[src/rtl/mem_arb_pkg.sv]
// Shared types for the unified-SRAM IF/LS arbiter.
// Owner tags, arbiter states and the word-offset constant.
package mem_arb_pkg;

    typedef enum logic [1:0] {
        OWN_NONE = 2'd0,
        OWN_IF   = 2'd1,
        OWN_LS   = 2'd2
    } owner_e;

    typedef enum logic {
        LS_PRIO  = 1'b0,
        IF_FORCE = 1'b1
    } arb_state_e;

    localparam int WORD_OFFSET_W = 2;

    // Response tag: who owns the return slot, and whether it was a store.
    typedef struct packed {
        owner_e owner;
        logic   store;
    } tag_t;

endpackage

[src/rtl/mem_arb_if.sv]
// Requester (IF/LS) and SRAM bus bundle for mem_arbiter.
// slave = arbiter side, master = core/SRAM side.
interface mem_arb_if
    import mem_arb_pkg::*;
#(
    parameter int ADDR_W = 16,
    parameter int DATA_W = 32
) ();

    logic                        if_req;
    logic [ADDR_W-1:0]           if_addr;
    logic                        if_gnt;
    logic                        if_rvalid;
    logic [DATA_W-1:0]           if_rdata;

    logic                        ls_req;
    logic                        ls_we;
    logic [3:0]                  ls_wstrb;
    logic [ADDR_W-1:0]           ls_addr;
    logic [DATA_W-1:0]           ls_wdata;
    logic                        ls_gnt;
    logic                        ls_rvalid;
    logic [DATA_W-1:0]           ls_rdata;

    logic                        sram_ce;
    logic [3:0]                  sram_we;
    logic [ADDR_W-WORD_OFFSET_W-1:0] sram_addr;
    logic [DATA_W-1:0]           sram_wdata;
    logic [DATA_W-1:0]           sram_rdata;

    modport slave (
        input  if_req, if_addr,
        output if_gnt, if_rvalid, if_rdata,
        input  ls_req, ls_we, ls_wstrb, ls_addr, ls_wdata,
        output ls_gnt, ls_rvalid, ls_rdata,
        output sram_ce, sram_we, sram_addr, sram_wdata,
        input  sram_rdata
    );

    modport master (
        output if_req, if_addr,
        input  if_gnt, if_rvalid, if_rdata,
        output ls_req, ls_we, ls_wstrb, ls_addr, ls_wdata,
        input  ls_gnt, ls_rvalid, ls_rdata,
        input  sram_ce, sram_we, sram_addr, sram_wdata,
        output sram_rdata
    );

endinterface

[src/rtl/mem_arb_tag_pipe.sv]
// SRAM_LAT-deep shift register of response tags with synchronous flush.
// tag_out is the tag whose SRAM data is on sram_rdata this cycle.
module mem_arb_tag_pipe
    import mem_arb_pkg::*;
#(
    parameter int SRAM_LAT = 1
) (
    input  logic clk,
    input  logic flush,
    input  tag_t tag_in,
    output tag_t tag_out
);

    tag_t stage_q [SRAM_LAT];

    always_ff @(posedge clk) begin
        if (flush) begin
            for (int i = 0; i < SRAM_LAT; i++) begin
                stage_q[i] <= '0;
            end
        end else begin
            stage_q[0] <= tag_in;
            for (int i = 1; i < SRAM_LAT; i++) begin
                stage_q[i] <= stage_q[i-1];
            end
        end
    end

    assign tag_out = stage_q[SRAM_LAT-1];

endmodule

[src/rtl/mem_arbiter.sv]
// IF/LS arbiter for one single-port unified SRAM with fetch starvation guard.
// Optional MEM_ARB_DIFFTEST_EN adds registered store-trace outputs dt_*.
module mem_arbiter
    import mem_arb_pkg::*;
#(
    parameter int ADDR_W     = 16,
    parameter int DATA_W     = 32,
    parameter int SRAM_LAT   = 1,
    parameter int STARVE_MAX = 4
) (
    input  logic              clk,
    input  logic              rst,
    mem_arb_if.slave          bus
`ifdef MEM_ARB_DIFFTEST_EN
    ,
    output logic [3:0]        dt_wen,
    output logic [ADDR_W-1:0] dt_waddr,
    output logic [DATA_W-1:0] dt_wdata
`endif
);

    arb_state_e state_q;
    arb_state_e state_d;
    logic [3:0] cnt_q;
    logic [3:0] cnt_d;
    logic       gnt_if;
    logic       gnt_ls;
    logic       st_gnt;
    tag_t       tag_in;
    tag_t       tag_out;
    logic       if_hit;
    logic       ls_hit;
    logic       unused_addr_lsb;

    always_comb begin
        state_d = state_q;
        cnt_d   = '0;
        gnt_if  = 1'b0;
        gnt_ls  = 1'b0;
        if (!rst) begin
            unique case (state_q)
                LS_PRIO: begin
                    if (bus.ls_req) begin
                        gnt_ls = 1'b1;
                        // IF denied: count it, or force IF next cycle
                        if (bus.if_req) begin
                            if (cnt_q == 4'(STARVE_MAX - 1)) begin
                                state_d = IF_FORCE;
                            end else begin
                                cnt_d = cnt_q + 4'd1;
                            end
                        end
                    end else if (bus.if_req) begin
                        gnt_if = 1'b1;
                    end
                end
                IF_FORCE: begin
                    state_d = LS_PRIO;
                    if (bus.if_req) begin
                        gnt_if = 1'b1;
                    end else if (bus.ls_req) begin
                        gnt_ls = 1'b1;
                    end
                end
                default: state_d = LS_PRIO;
            endcase
        end
    end

    always_ff @(posedge clk) begin
        if (rst) begin
            state_q <= LS_PRIO;
            cnt_q   <= '0;
        end else begin
            state_q <= state_d;
            cnt_q   <= cnt_d;
        end
    end

    assign st_gnt = gnt_ls & bus.ls_we;

    assign bus.if_gnt     = gnt_if;
    assign bus.ls_gnt     = gnt_ls;
    assign bus.sram_ce    = gnt_if | gnt_ls;
    assign bus.sram_we    = st_gnt ? bus.ls_wstrb : 4'b0000;
    assign bus.sram_wdata = bus.ls_wdata;
    assign bus.sram_addr  = gnt_if
        ? bus.if_addr[ADDR_W-1:WORD_OFFSET_W]
        : bus.ls_addr[ADDR_W-1:WORD_OFFSET_W];

    assign unused_addr_lsb = ^{bus.if_addr[WORD_OFFSET_W-1:0],
                               bus.ls_addr[WORD_OFFSET_W-1:0]};

    always_comb begin
        tag_in.owner = OWN_NONE;
        tag_in.store = st_gnt;
        if (gnt_if) begin
            tag_in.owner = OWN_IF;
        end else if (gnt_ls) begin
            tag_in.owner = OWN_LS;
        end
    end

    mem_arb_tag_pipe #(
        .SRAM_LAT (SRAM_LAT)
    ) u_tag_pipe (
        .clk     (clk),
        .flush   (rst),
        .tag_in  (tag_in),
        .tag_out (tag_out)
    );

    // Responses are masked while rst is held so nothing leaks mid-flush.
    assign if_hit = !rst && (tag_out.owner == OWN_IF);
    assign ls_hit = !rst && (tag_out.owner == OWN_LS);

    assign bus.if_rvalid = if_hit;
    assign bus.ls_rvalid = ls_hit;
    assign bus.if_rdata  = if_hit ? bus.sram_rdata : '0;
    assign bus.ls_rdata  = (ls_hit && !tag_out.store)
        ? bus.sram_rdata : '0;

`ifdef MEM_ARB_DIFFTEST_EN
    logic [3:0]        dt_wen_q;
    logic [ADDR_W-1:0] dt_waddr_q;
    logic [DATA_W-1:0] dt_wdata_q;

    always_ff @(posedge clk) begin
        if (rst || !st_gnt) begin
            dt_wen_q   <= '0;
            dt_waddr_q <= '0;
            dt_wdata_q <= '0;
        end else begin
            dt_wen_q   <= bus.ls_wstrb;
            dt_waddr_q <= {bus.ls_addr[ADDR_W-1:WORD_OFFSET_W],
                           {WORD_OFFSET_W{1'b0}}};
            dt_wdata_q <= bus.ls_wdata;
        end
    end

    assign dt_wen   = rst ? '0 : dt_wen_q;
    assign dt_waddr = rst ? '0 : dt_waddr_q;
    assign dt_wdata = rst ? '0 : dt_wdata_q;
`endif

endmodule

[src/flat_wrapper.sv]
// flat-port wrapper written by rule: the top's interface ports become plain ports
module mem_arbiter_flat import mem_arb_pkg::*;
#(
    parameter int ADDR_W     = 16,
    parameter int DATA_W     = 32,
    parameter int SRAM_LAT   = 1,
    parameter int STARVE_MAX = 4
)
  (clk, rst, bus_if_req, bus_if_addr, bus_if_gnt, bus_if_rvalid, bus_if_rdata, bus_ls_req, bus_ls_we, bus_ls_wstrb, bus_ls_addr, bus_ls_wdata, bus_ls_gnt, bus_ls_rvalid, bus_ls_rdata, bus_sram_ce, bus_sram_we, bus_sram_addr, bus_sram_wdata, bus_sram_rdata);
  mem_arb_if #(.ADDR_W(ADDR_W), .DATA_W(DATA_W)) bus_i ();
  input  logic clk;
  input  logic rst;
  input wire logic [$bits(bus_i.if_req)-1:0] bus_if_req;
  input wire logic [$bits(bus_i.if_addr)-1:0] bus_if_addr;
  output wire logic [$bits(bus_i.if_gnt)-1:0] bus_if_gnt;
  output wire logic [$bits(bus_i.if_rvalid)-1:0] bus_if_rvalid;
  output wire logic [$bits(bus_i.if_rdata)-1:0] bus_if_rdata;
  input wire logic [$bits(bus_i.ls_req)-1:0] bus_ls_req;
  input wire logic [$bits(bus_i.ls_we)-1:0] bus_ls_we;
  input wire logic [$bits(bus_i.ls_wstrb)-1:0] bus_ls_wstrb;
  input wire logic [$bits(bus_i.ls_addr)-1:0] bus_ls_addr;
  input wire logic [$bits(bus_i.ls_wdata)-1:0] bus_ls_wdata;
  output wire logic [$bits(bus_i.ls_gnt)-1:0] bus_ls_gnt;
  output wire logic [$bits(bus_i.ls_rvalid)-1:0] bus_ls_rvalid;
  output wire logic [$bits(bus_i.ls_rdata)-1:0] bus_ls_rdata;
  output wire logic [$bits(bus_i.sram_ce)-1:0] bus_sram_ce;
  output wire logic [$bits(bus_i.sram_we)-1:0] bus_sram_we;
  output wire logic [$bits(bus_i.sram_addr)-1:0] bus_sram_addr;
  output wire logic [$bits(bus_i.sram_wdata)-1:0] bus_sram_wdata;
  input wire logic [$bits(bus_i.sram_rdata)-1:0] bus_sram_rdata;
  assign bus_i.if_req = bus_if_req;
  assign bus_i.if_addr = bus_if_addr;
  assign bus_if_gnt = bus_i.if_gnt;
  assign bus_if_rvalid = bus_i.if_rvalid;
  assign bus_if_rdata = bus_i.if_rdata;
  assign bus_i.ls_req = bus_ls_req;
  assign bus_i.ls_we = bus_ls_we;
  assign bus_i.ls_wstrb = bus_ls_wstrb;
  assign bus_i.ls_addr = bus_ls_addr;
  assign bus_i.ls_wdata = bus_ls_wdata;
  assign bus_ls_gnt = bus_i.ls_gnt;
  assign bus_ls_rvalid = bus_i.ls_rvalid;
  assign bus_ls_rdata = bus_i.ls_rdata;
  assign bus_sram_ce = bus_i.sram_ce;
  assign bus_sram_we = bus_i.sram_we;
  assign bus_sram_addr = bus_i.sram_addr;
  assign bus_sram_wdata = bus_i.sram_wdata;
  assign bus_i.sram_rdata = bus_sram_rdata;
  mem_arbiter #(.ADDR_W(ADDR_W), .DATA_W(DATA_W), .SRAM_LAT(SRAM_LAT), .STARVE_MAX(STARVE_MAX)) u_core (.clk(clk), .rst(rst), .bus(bus_i));
endmodule
[config.mk]
export PLATFORM = sky130hd
export DESIGN_NAME = mem_arbiter_flat
export DESIGN_NICKNAME = d
export VERILOG_FILES = /design/src/rtl/mem_arb_pkg.sv /design/src/rtl/mem_arb_if.sv /design/src/rtl/mem_arb_tag_pipe.sv /design/src/rtl/mem_arbiter.sv /design/src/flat_wrapper.sv
export SDC_FILE = /design/constraint.sdc
export NUM_CORES = 1
export LEC_CHECK = 0
export ABC_CLOCK_PERIOD_IN_PS = 1500
export CORE_AREA = 2 2 86 88
export CTS_CLUSTER_DIAMETER = 50
export CTS_CLUSTER_SIZE = 10
export DETAILED_ROUTE_END_ITERATION = 6
export DIE_AREA = 0 0 88 90
export PLACE_DENSITY = 0.8
export SYNTH_ARGS = -nofsm -noshare
export SYNTH_HDL_FRONTEND = slang
export SYNTH_HIERARCHICAL = 1
export SYNTH_SLANG_ARGS = --single-unit
[constraint.sdc]
create_clock -name clk -period 1.5 [get_ports clk]
set_input_delay 0.15 -clock clk [delete_from_list [all_inputs] [get_ports clk]]
set_output_delay 0.15 -clock clk [all_outputs]
set_load 0.01 [all_outputs]
==> impl_metrics.prom, run 1 <==
# TYPE chip_impl_metric gauge
chip_impl_info{name="status",value="complete, but fails checks"} 1
chip_impl_info{name="failing_checks",value="negative setup slack"} 1
chip_impl_info{name="cts_root_buffer",value="clkbuf_8"} 1
chip_impl_metric{name="drv_slew",unit=""} 0
chip_impl_metric{name="clk_pin_slew_worst_paths",unit="ns"} 0.04
chip_impl_metric{name="htreeDepth",unit=""} 1
chip_impl_metric{name="final_layout_size_suffix_gt1_share",unit="%"} 64.4
chip_impl_info{name="cpMostUsedCell",value="buf_6"} 1
chip_impl_metric{name="core_region_area",unit="µm²"} 7020
chip_impl_metric{name="fin_crit_sh",unit="%"} 111
chip_impl_metric{name="area_delta_synth_final",unit="%"} 171
chip_impl_info{name="startpoint_type",value="flop"} 1
chip_impl_metric{name="final_hold_viol_count",unit=""} 0
chip_impl_metric{name="ir_worst_vdd",unit="mV"} 0.353
chip_impl_metric{name="detail_route.first_pass.iterations",unit=""} 2
chip_impl_metric{name="track_usage",unit="%"} 13.1
chip_impl_metric{name="initial_core_util",unit="%"} 17.9
chip_impl_metric{name="syn-cell-area",unit="µm²"} 1260
chip_impl_metric{name="grt_overflow_total",unit=""} 0
chip_impl_info{name="cts_tree",value="built"} 1
chip_impl_metric{name="maxSlewHeadroom",unit="%"} 87.0
chip_impl_metric{name="yosysWarnings",unit=""} 6
chip_impl_metric{name="cts_buffers",unit=""} 3
chip_impl_metric{name="grt_antenna_before_repair",unit=""} 0
chip_impl_info{name="mostFrequentLayoutCell",value="buf_6"} 1
chip_impl_info{name="end_kind",value="output port"} 1
chip_impl_metric{name="grt_pass1_vias",unit=""} 1629
chip_impl_info{name="commonest_cells_after_routing_fill_and_taps_aside",value="86 x buf_6, 66 x clkdlybuf4s50_1, 53 x and2_4"} 1
chip_impl_metric{name="post_layout_nets",unit=""} 425
chip_impl_metric{name="maxCapViolations",unit=""} 0
chip_impl_metric{name="instance_count_of_the_mapped_netlist",unit=""} 158
chip_impl_metric{name="tightestPinTransition",unit="ns"} 0.195
chip_impl_metric{name="drt_wl_total",unit="µm"} 5800
chip_impl_metric{name="cts_sinks",unit=""} 8
chip_impl_metric{name="mappedNetlistNets",unit=""} 264
chip_impl_metric{name="number_of_vias_per_cell",unit=""} 3.99
chip_impl_info{name="cp_cell_sequence",value="nor3b_4 > and2b_2 > buf_6 > buf_12 > buf_6 > and2_4 > buf_6"} 1
chip_impl_metric{name="fin_total_pwr",unit="µW"} 1030
chip_impl_metric{name="dieHeight",unit="µm"} 90
chip_impl_metric{name="grt_first_pass_wirelength",unit="µm"} 8250
chip_impl_metric{name="fmax",unit="GHz"} 0.601
chip_impl_metric{name="ys_ff_latch",unit=""} 8
chip_impl_metric{name="clock_insertion_delay_worst_skew",unit="ns"} 0.23
chip_impl_metric{name="fin_crit",unit="ns"} 1.66
chip_impl_metric{name="route.vias.total",unit=""} 1661
chip_impl_metric{name="ios",unit=""} 224
chip_impl_metric{name="route.detailed.wl_per_inst",unit="µm"} 13.9
chip_impl_metric{name="core.rowCount",unit=""} 31
chip_impl_metric{name="fin_skew",unit="ns"} 0.000162
chip_impl_metric{name="synth_seq_area_share",unit="%"} 12.7
chip_impl_metric{name="biggest_fanout_along_the_worst_timing_path",unit=""} 8
chip_impl_metric{name="ctsHoldBuffers",unit=""} 0
chip_impl_metric{name="setup-violations-final",unit=""} 60
chip_impl_metric{name="worst-endpoint-required",unit="ns"} 1.35
chip_impl_metric{name="yosysUniqueCellTypes",unit=""} 24
chip_impl_info{name="worstHoldPathType",value="in -> out"} 1
chip_impl_metric{name="final_core_utilization",unit="%"} 48.5
chip_impl_metric{name="synth_area_per_cell",unit="µm²"} 7.97
chip_impl_metric{name="cellPowerDensity",unit="nW/µm²"} 302
chip_impl_metric{name="critical-path-max-stage-delay",unit="ns"} 0.33
chip_impl_info{name="grt_setup_unrepaired",value="yes"} 1
chip_impl_metric{name="clock_tree.buffer_depth",unit=""} 2
chip_impl_metric{name="power_leakage",unit="µW"} 0.00167
chip_impl_metric{name="drt.antenna.violating_nets",unit=""} 0
chip_impl_metric{name="setup_ws",unit="ns"} -0.165
chip_impl_info{name="crit_slowest_cell",value="dfxtp_2"} 1
chip_impl_metric{name="place.gp.congestion",unit=""} 0.712
chip_impl_metric{name="arrival_time_at_the_worst_endpoint",unit="ns"} 1.51
chip_impl_metric{name="die-width",unit="µm"} 88
chip_impl_metric{name="grt_max_degree",unit=""} 9
chip_impl_info{name="type_of_the_setup_path_with_the_least_slack",value="reg -> out"} 1
chip_impl_metric{name="detailedRoute.firstIterationViolations",unit=""} 12
chip_impl_metric{name="antenna-diode-count",unit=""} 0
chip_impl_metric{name="detailedPlacementHpwl",unit="µm"} 3710
chip_impl_metric{name="portBuffers",unit=""} 155
chip_impl_metric{name="die_area",unit="µm²"} 7920
chip_impl_metric{name="drc",unit=""} 0
[kinds of logic (layout without fill, tap and decap cells)]
family	after synthesis	after routing	share of synthesized area [%]
compound gates	4	4	1.59
xor+xnor	1	1	0.696
fa+ha+maj	1	1	0.994
buf+inv	40	198	22.5
flops	8	8	12.7
mux	14	14	15.2
simple gates	90	91	46.3
[critical path: cells and delay by family (launching register included)]
family                 cells  cell delay, ns
and+or+nand+nor            3            0.48
buffers and inverters      4            0.47
DFF                        1            0.33
[state kept, by name (all words and copies together) (netlist names)]
register                   flops
u_core/cnt_q                   4
u_core/u_tag_pipe/stage_q      3
u_core/state_q                 1
[layout make-up]
type                       count  area (µm²)
fill                         617        3610
timing repair buffer         194        2070
multi-input combinational    111        1000
sequential                     8         164
tap                           99         124
clock buffer                   3        41.3
inverter                       1        3.75
[Yosys cell counts (all sizes together)]
cell,instances,area [µm²]
nand2,1,3.75
nand3,1,5.00
ha,1,12.5
and2b,1,7.51
and2,66,413
xor2,1,8.76
nor2b,4,25.0
dfxtp,8,160
nand3b,2,27.5
clkbuf,2,7.51
buf,37,272
nand4bb,1,11.3
inv,1,3.75
and3,4,25.0
a21oi,4,20.0
nand2b,3,21.3
nor2,5,18.8
nor3b,2,25.0
mux2,14,191
[power by group]
part           switching [µW]  leakage (µW)  internal, µW
Sequential               2.93     0.0000663           218
Clock                    82.2     0.0000216           174
Combinational             171       0.00158           382
Total                     256       0.00167           774
[routing by layer]
layer / part of all wire [%] / track usage (%) / vias to the layer above / routed length (µm)
met5: 0 / 0 / - / 0
met2: 53 / 25.4 / 128 / 3080
met1: 33 / 12.8 / 731 / 1920
met3: 13 / 5.14 / 3 / 777
li1: - / - / 799 / -
met4: 0.50 / 2.31 / 0 / 29
[through the flow]
| stage | instance area [µm²] | setup TNS [ns] | worst slack, ns | instances | hold WS, ns |
|---|---|---|---|---|---|
| 4_1_cts | 3130 | -5.75 | -0.180 | 417 | 0.300 |
| 2_1_floorplan | 1260 | 0 | 0.268 | 158 | 0.222 |
| 5_1_grt | 3410 | -8.71 | -0.210 | 416 | 0.300 |
| 3_3_place_gp | 2750 | -43.69 | -0.548 | 382 | 0.300 |
| 3_5_place_dp | 2750 | -46.64 | -0.579 | 382 | 0.300 |
| 6_report | 3410 | -4.13 | -0.165 | 416 | 0.300 |
[final timing paths]
check | from | endpoint | slack (ns) | depth (start not counted)
setup / recovery | u_core/u_tag_pipe/stage_q[0][2]$_SDFF_PP0_ | bus_ls_rdata[18] | -0.16 | 7
hold reg to reg | u_core/cnt_q[0]$_SDFF_PP0_ | u_core/cnt_q[0]$_SDFF_PP0_ | 0.45 | 1
hold / removal | bus_ls_wdata[17] | bus_sram_wdata[17] | 0.30 | 0
setup reg to reg | u_core/state_q$_SDFF_PP0_ | u_core/u_tag_pipe/stage_q[0][1]$_SDFF_PP0_ | 0.28 | 7
[timing repair]
action | CTS | global route
setup endpoints to repair | 87 | 84
gates cloned | 8 | 0
resized for setup | 419 | 90
pin swaps | 31 | 16
setup buffers | 24 | 3
(Power assumes the default switching activity.)
==> run 2, diff against run 1 <==
CELL_PAD_IN_SITES_DETAIL_PLACEMENT = 0   (was default)
CELL_PAD_IN_SITES_GLOBAL_PLACEMENT = 2   (was default)
CORE_AREA = 2 2 106 128   (was 2 2 86 88)
DIE_AREA = 0 0 108 130   (was 0 0 88 90)
PLACE_DENSITY = 0.95   (was 0.8)
==> impl_metrics.prom, run 2 (same netlist as run 1, synthesis figures left out) <==
# TYPE chip_impl_metric gauge
chip_impl_metric{name="cts_sinks",unit=""} 8
chip_impl_info{name="largest_register",value="u_core/cnt_q"} 1
chip_impl_metric{name="htreeDepth",unit=""} 1
chip_impl_metric{name="detailedPlacementHpwl",unit="µm"} 4690
chip_impl_info{name="end_kind",value="output port"} 1
chip_impl_metric{name="ir_worst_vdd",unit="mV"} 0.226
chip_impl_metric{name="grt_antenna_before_repair",unit=""} 0
chip_impl_metric{name="p_clk_share",unit="%"} 37.1
chip_impl_info{name="crit_slowest_cell",value="dfxtp_2"} 1
chip_impl_metric{name="track_usage",unit="%"} 8.81
chip_impl_metric{name="die-width",unit="µm"} 108
chip_impl_metric{name="critical-path-max-stage-delay",unit="ns"} 0.34
chip_impl_metric{name="initial_core_util",unit="%"} 9.72
chip_impl_metric{name="route.vias.total",unit=""} 1674
chip_impl_metric{name="hold-worst-slack",unit="ns"} 0.300
chip_impl_metric{name="fin_total_pwr",unit="µW"} 1210
chip_impl_info{name="worstHoldPathType",value="in -> out"} 1
chip_impl_metric{name="ios",unit=""} 224
chip_impl_info{name="cpMostUsedCell",value="buf_6"} 1
chip_impl_info{name="cts_tree",value="built"} 1
chip_impl_metric{name="tightestPinTransition",unit="ns"} 0.215
chip_impl_metric{name="drt.antenna.violating_nets",unit=""} 0
chip_impl_metric{name="fin_crit_sh",unit="%"} 109
chip_impl_metric{name="fillers",unit=""} 1376
chip_impl_metric{name="clk_pin_slew_worst_paths",unit="ns"} 0.04
chip_impl_metric{name="arrival_time_at_the_worst_endpoint",unit="ns"} 1.49
chip_impl_metric{name="grt_max_degree",unit=""} 17
chip_impl_metric{name="clock_tree.buffer_depth",unit=""} 2
chip_impl_metric{name="largest_register_ffs",unit=""} 4
chip_impl_metric{name="area_delta_synth_final",unit="%"} 166
chip_impl_metric{name="grt_first_pass_wirelength",unit="µm"} 9250
chip_impl_metric{name="grt_pass1_vias",unit=""} 1719
chip_impl_metric{name="portBuffers",unit=""} 155
chip_impl_metric{name="core_region_area",unit="µm²"} 12900
chip_impl_info{name="grt_setup_unrepaired",value="yes"} 1
chip_impl_info{name="mostFrequentLayoutCell",value="buf_6"} 1
chip_impl_metric{name="cts_buffers",unit=""} 3
chip_impl_metric{name="detailedPlace.worstSlack",unit="ns"} -0.658
chip_impl_metric{name="p_seq_share",unit="%"} 18.3
chip_impl_metric{name="power_report.internal_total",unit="µW"} 928
chip_impl_metric{name="detailedRoute.firstIterationViolations",unit=""} 45
chip_impl_metric{name="setup_ws",unit="ns"} -0.137
chip_impl_metric{name="maxSlewHeadroom",unit="%"} 85.7
chip_impl_metric{name="fmax",unit="GHz"} 0.611
chip_impl_info{name="startpoint_type",value="flop"} 1
chip_impl_info{name="cp_cell_sequence",value="nor3b_4 > buf_6 > buf_8 > buf_16 > buf_12 > and2_4 > buf_6"} 1
chip_impl_info{name="commonest_cells_after_routing_fill_and_taps_aside",value="67 x buf_6, 66 x clkdlybuf4s50_1, 43 x and2_4"} 1
chip_impl_metric{name="antenna-diode-count",unit=""} 0
chip_impl_metric{name="number_of_vias_per_cell",unit=""} 3.49
chip_impl_metric{name="drv_slew",unit=""} 0
chip_impl_metric{name="p_sw",unit="µW"} 282
chip_impl_metric{name="grt_overflow_total",unit=""} 0
chip_impl_metric{name="sw_frac_of_total",unit="%"} 23.3
chip_impl_metric{name="worst-endpoint-required",unit="ns"} 1.35
chip_impl_metric{name="final_hold_viol_count",unit=""} 0
chip_impl_info{name="cts_root_buffer",value="clkbuf_16"} 1
chip_impl_metric{name="fin_skew",unit="ns"} 0.00130
chip_impl_info{name="type_of_the_setup_path_with_the_least_slack",value="reg -> out"} 1
chip_impl_metric{name="comb_power_share",unit="%"} 44.6
chip_impl_metric{name="drc",unit=""} 0
chip_impl_info{name="failing_checks",value="negative setup slack"} 1
chip_impl_metric{name="detail_route.first_pass.iterations",unit=""} 4
chip_impl_metric{name="cellPowerDensity",unit="nW/µm²"} 361
chip_impl_metric{name="place.gp.congestion",unit=""} 0.675
chip_impl_metric{name="route.detailed.wl_per_inst",unit="µm"} 14.1
chip_impl_info{name="registers_with_the_highest_flip_flop_counts",value="u_core/cnt_q (4), u_core/u_tag_pipe/stage_q (3), u_core/state_q (1)"} 1
chip_impl_metric{name="core.rowCount",unit=""} 46
chip_impl_metric{name="biggest_fanout_along_the_worst_timing_path",unit=""} 5
chip_impl_metric{name="clock_insertion_delay_worst_skew",unit="ns"} 0.23
chip_impl_metric{name="power_leakage",unit="µW"} 0.00161
chip_impl_metric{name="final_layout_size_suffix_gt1_share",unit="%"} 60.5
chip_impl_metric{name="dieHeight",unit="µm"} 130
chip_impl_metric{name="setup-violations-final",unit=""} 70
chip_impl_metric{name="fin_crit",unit="ns"} 1.64
chip_impl_info{name="status",value="complete, but fails checks"} 1
chip_impl_metric{name="maxCapViolations",unit=""} 0
chip_impl_metric{name="die_area",unit="µm²"} 14000
chip_impl_metric{name="drt_wl_total",unit="µm"} 6730
chip_impl_metric{name="post_layout_nets",unit=""} 419
## run 2: cell types whose count changed in the layout (fill, tap and decap cells not counted), sizes merged
cell,before,now
dlygate4sd2,3,2
clkdlybuf4s15,0,2
buf,122,115
## run 2: final timing paths
check / startpoint / end / slack, ns / cells after the start
worst max-delay path: u_core/u_tag_pipe/stage_q[0][1]$_SDFF_PP0_ / bus_if_rdata[21] / -0.14 / 7
worst min-delay path: bus_ls_wdata[18] / bus_sram_wdata[18] / 0.30 / 0
worst max register to register: u_core/state_q$_SDFF_PP0_ / u_core/u_tag_pipe/stage_q[0][1]$_SDFF_PP0_ / 0.33 / 7
worst min register to register: u_core/cnt_q[0]$_SDFF_PP0_ / u_core/cnt_q[0]$_SDFF_PP0_ / 0.45 / 1
## run 2: what timing repair did
action / 4_1_cts / 5_1_grt
cloned: 7 / 0
hold endpoints to repair: 0 / 0
gates resized for setup: 414 / 68
pin swaps: 28 / 12
setup endpoints to repair: 87 / 84
setup buffers: 17 / 4
hold buffers: 0 / 0
## run 2: layout make-up
cell class / count / area [µm²] / area share (%)
well taps: 168 / 210 / 6.27
inverters: 1 / 3.75 / 0.112
flip-flops and latches: 8 / 164 / 4.89
multi-input cells: 111 / 977 / 29.2
repair buffers: 188 / 1920 / 57.3
clock buffers: 3 / 75.1 / 2.24
## run 2: worst max-delay path: cells and delay by family (launching register included)
family | cells | cell delay, ns
buf+inv | 5 | 0.57
flops | 1 | 0.34
simple gates | 2 | 0.34
## run 2: per-stage QoR
step	setup TNS, ns	std cells	utilization [%]	cell area [µm²]
finish	-4.59	479	25.9	3350
global route	-9.43	479	25.9	3350
CTS	-6.35	480	24.5	3170
detailed placement	-48.57	453	22.0	2850
global placement	-46.46	453	22.0	2850
floorplan	0	158	-	1260
## run 2: layer usage
layer | GRT usage (%) | vias to the layer above | share of wire [%] | routed length (µm)
met5 | 0 | - | 0 | 0
met4 | 3.47 | 0 | 1.3 | 87
met1 | 8.31 | 744 | 33 | 2210
met2 | 17.2 | 135 | 52 | 3520
li1 | - | 784 | - | -
met3 | 3.15 | 11 | 14 | 920
## run 2: power groups by stage
stage	clock network (µW)	registers, µW	logic, µW
2_1_floorplan	0	223	210
3_3_place_gp	0	223	460
3_5_place_dp	0	223	464
4_1_cts	453	221	532
5_1_grt	476	222	575
6_report	449	221	540
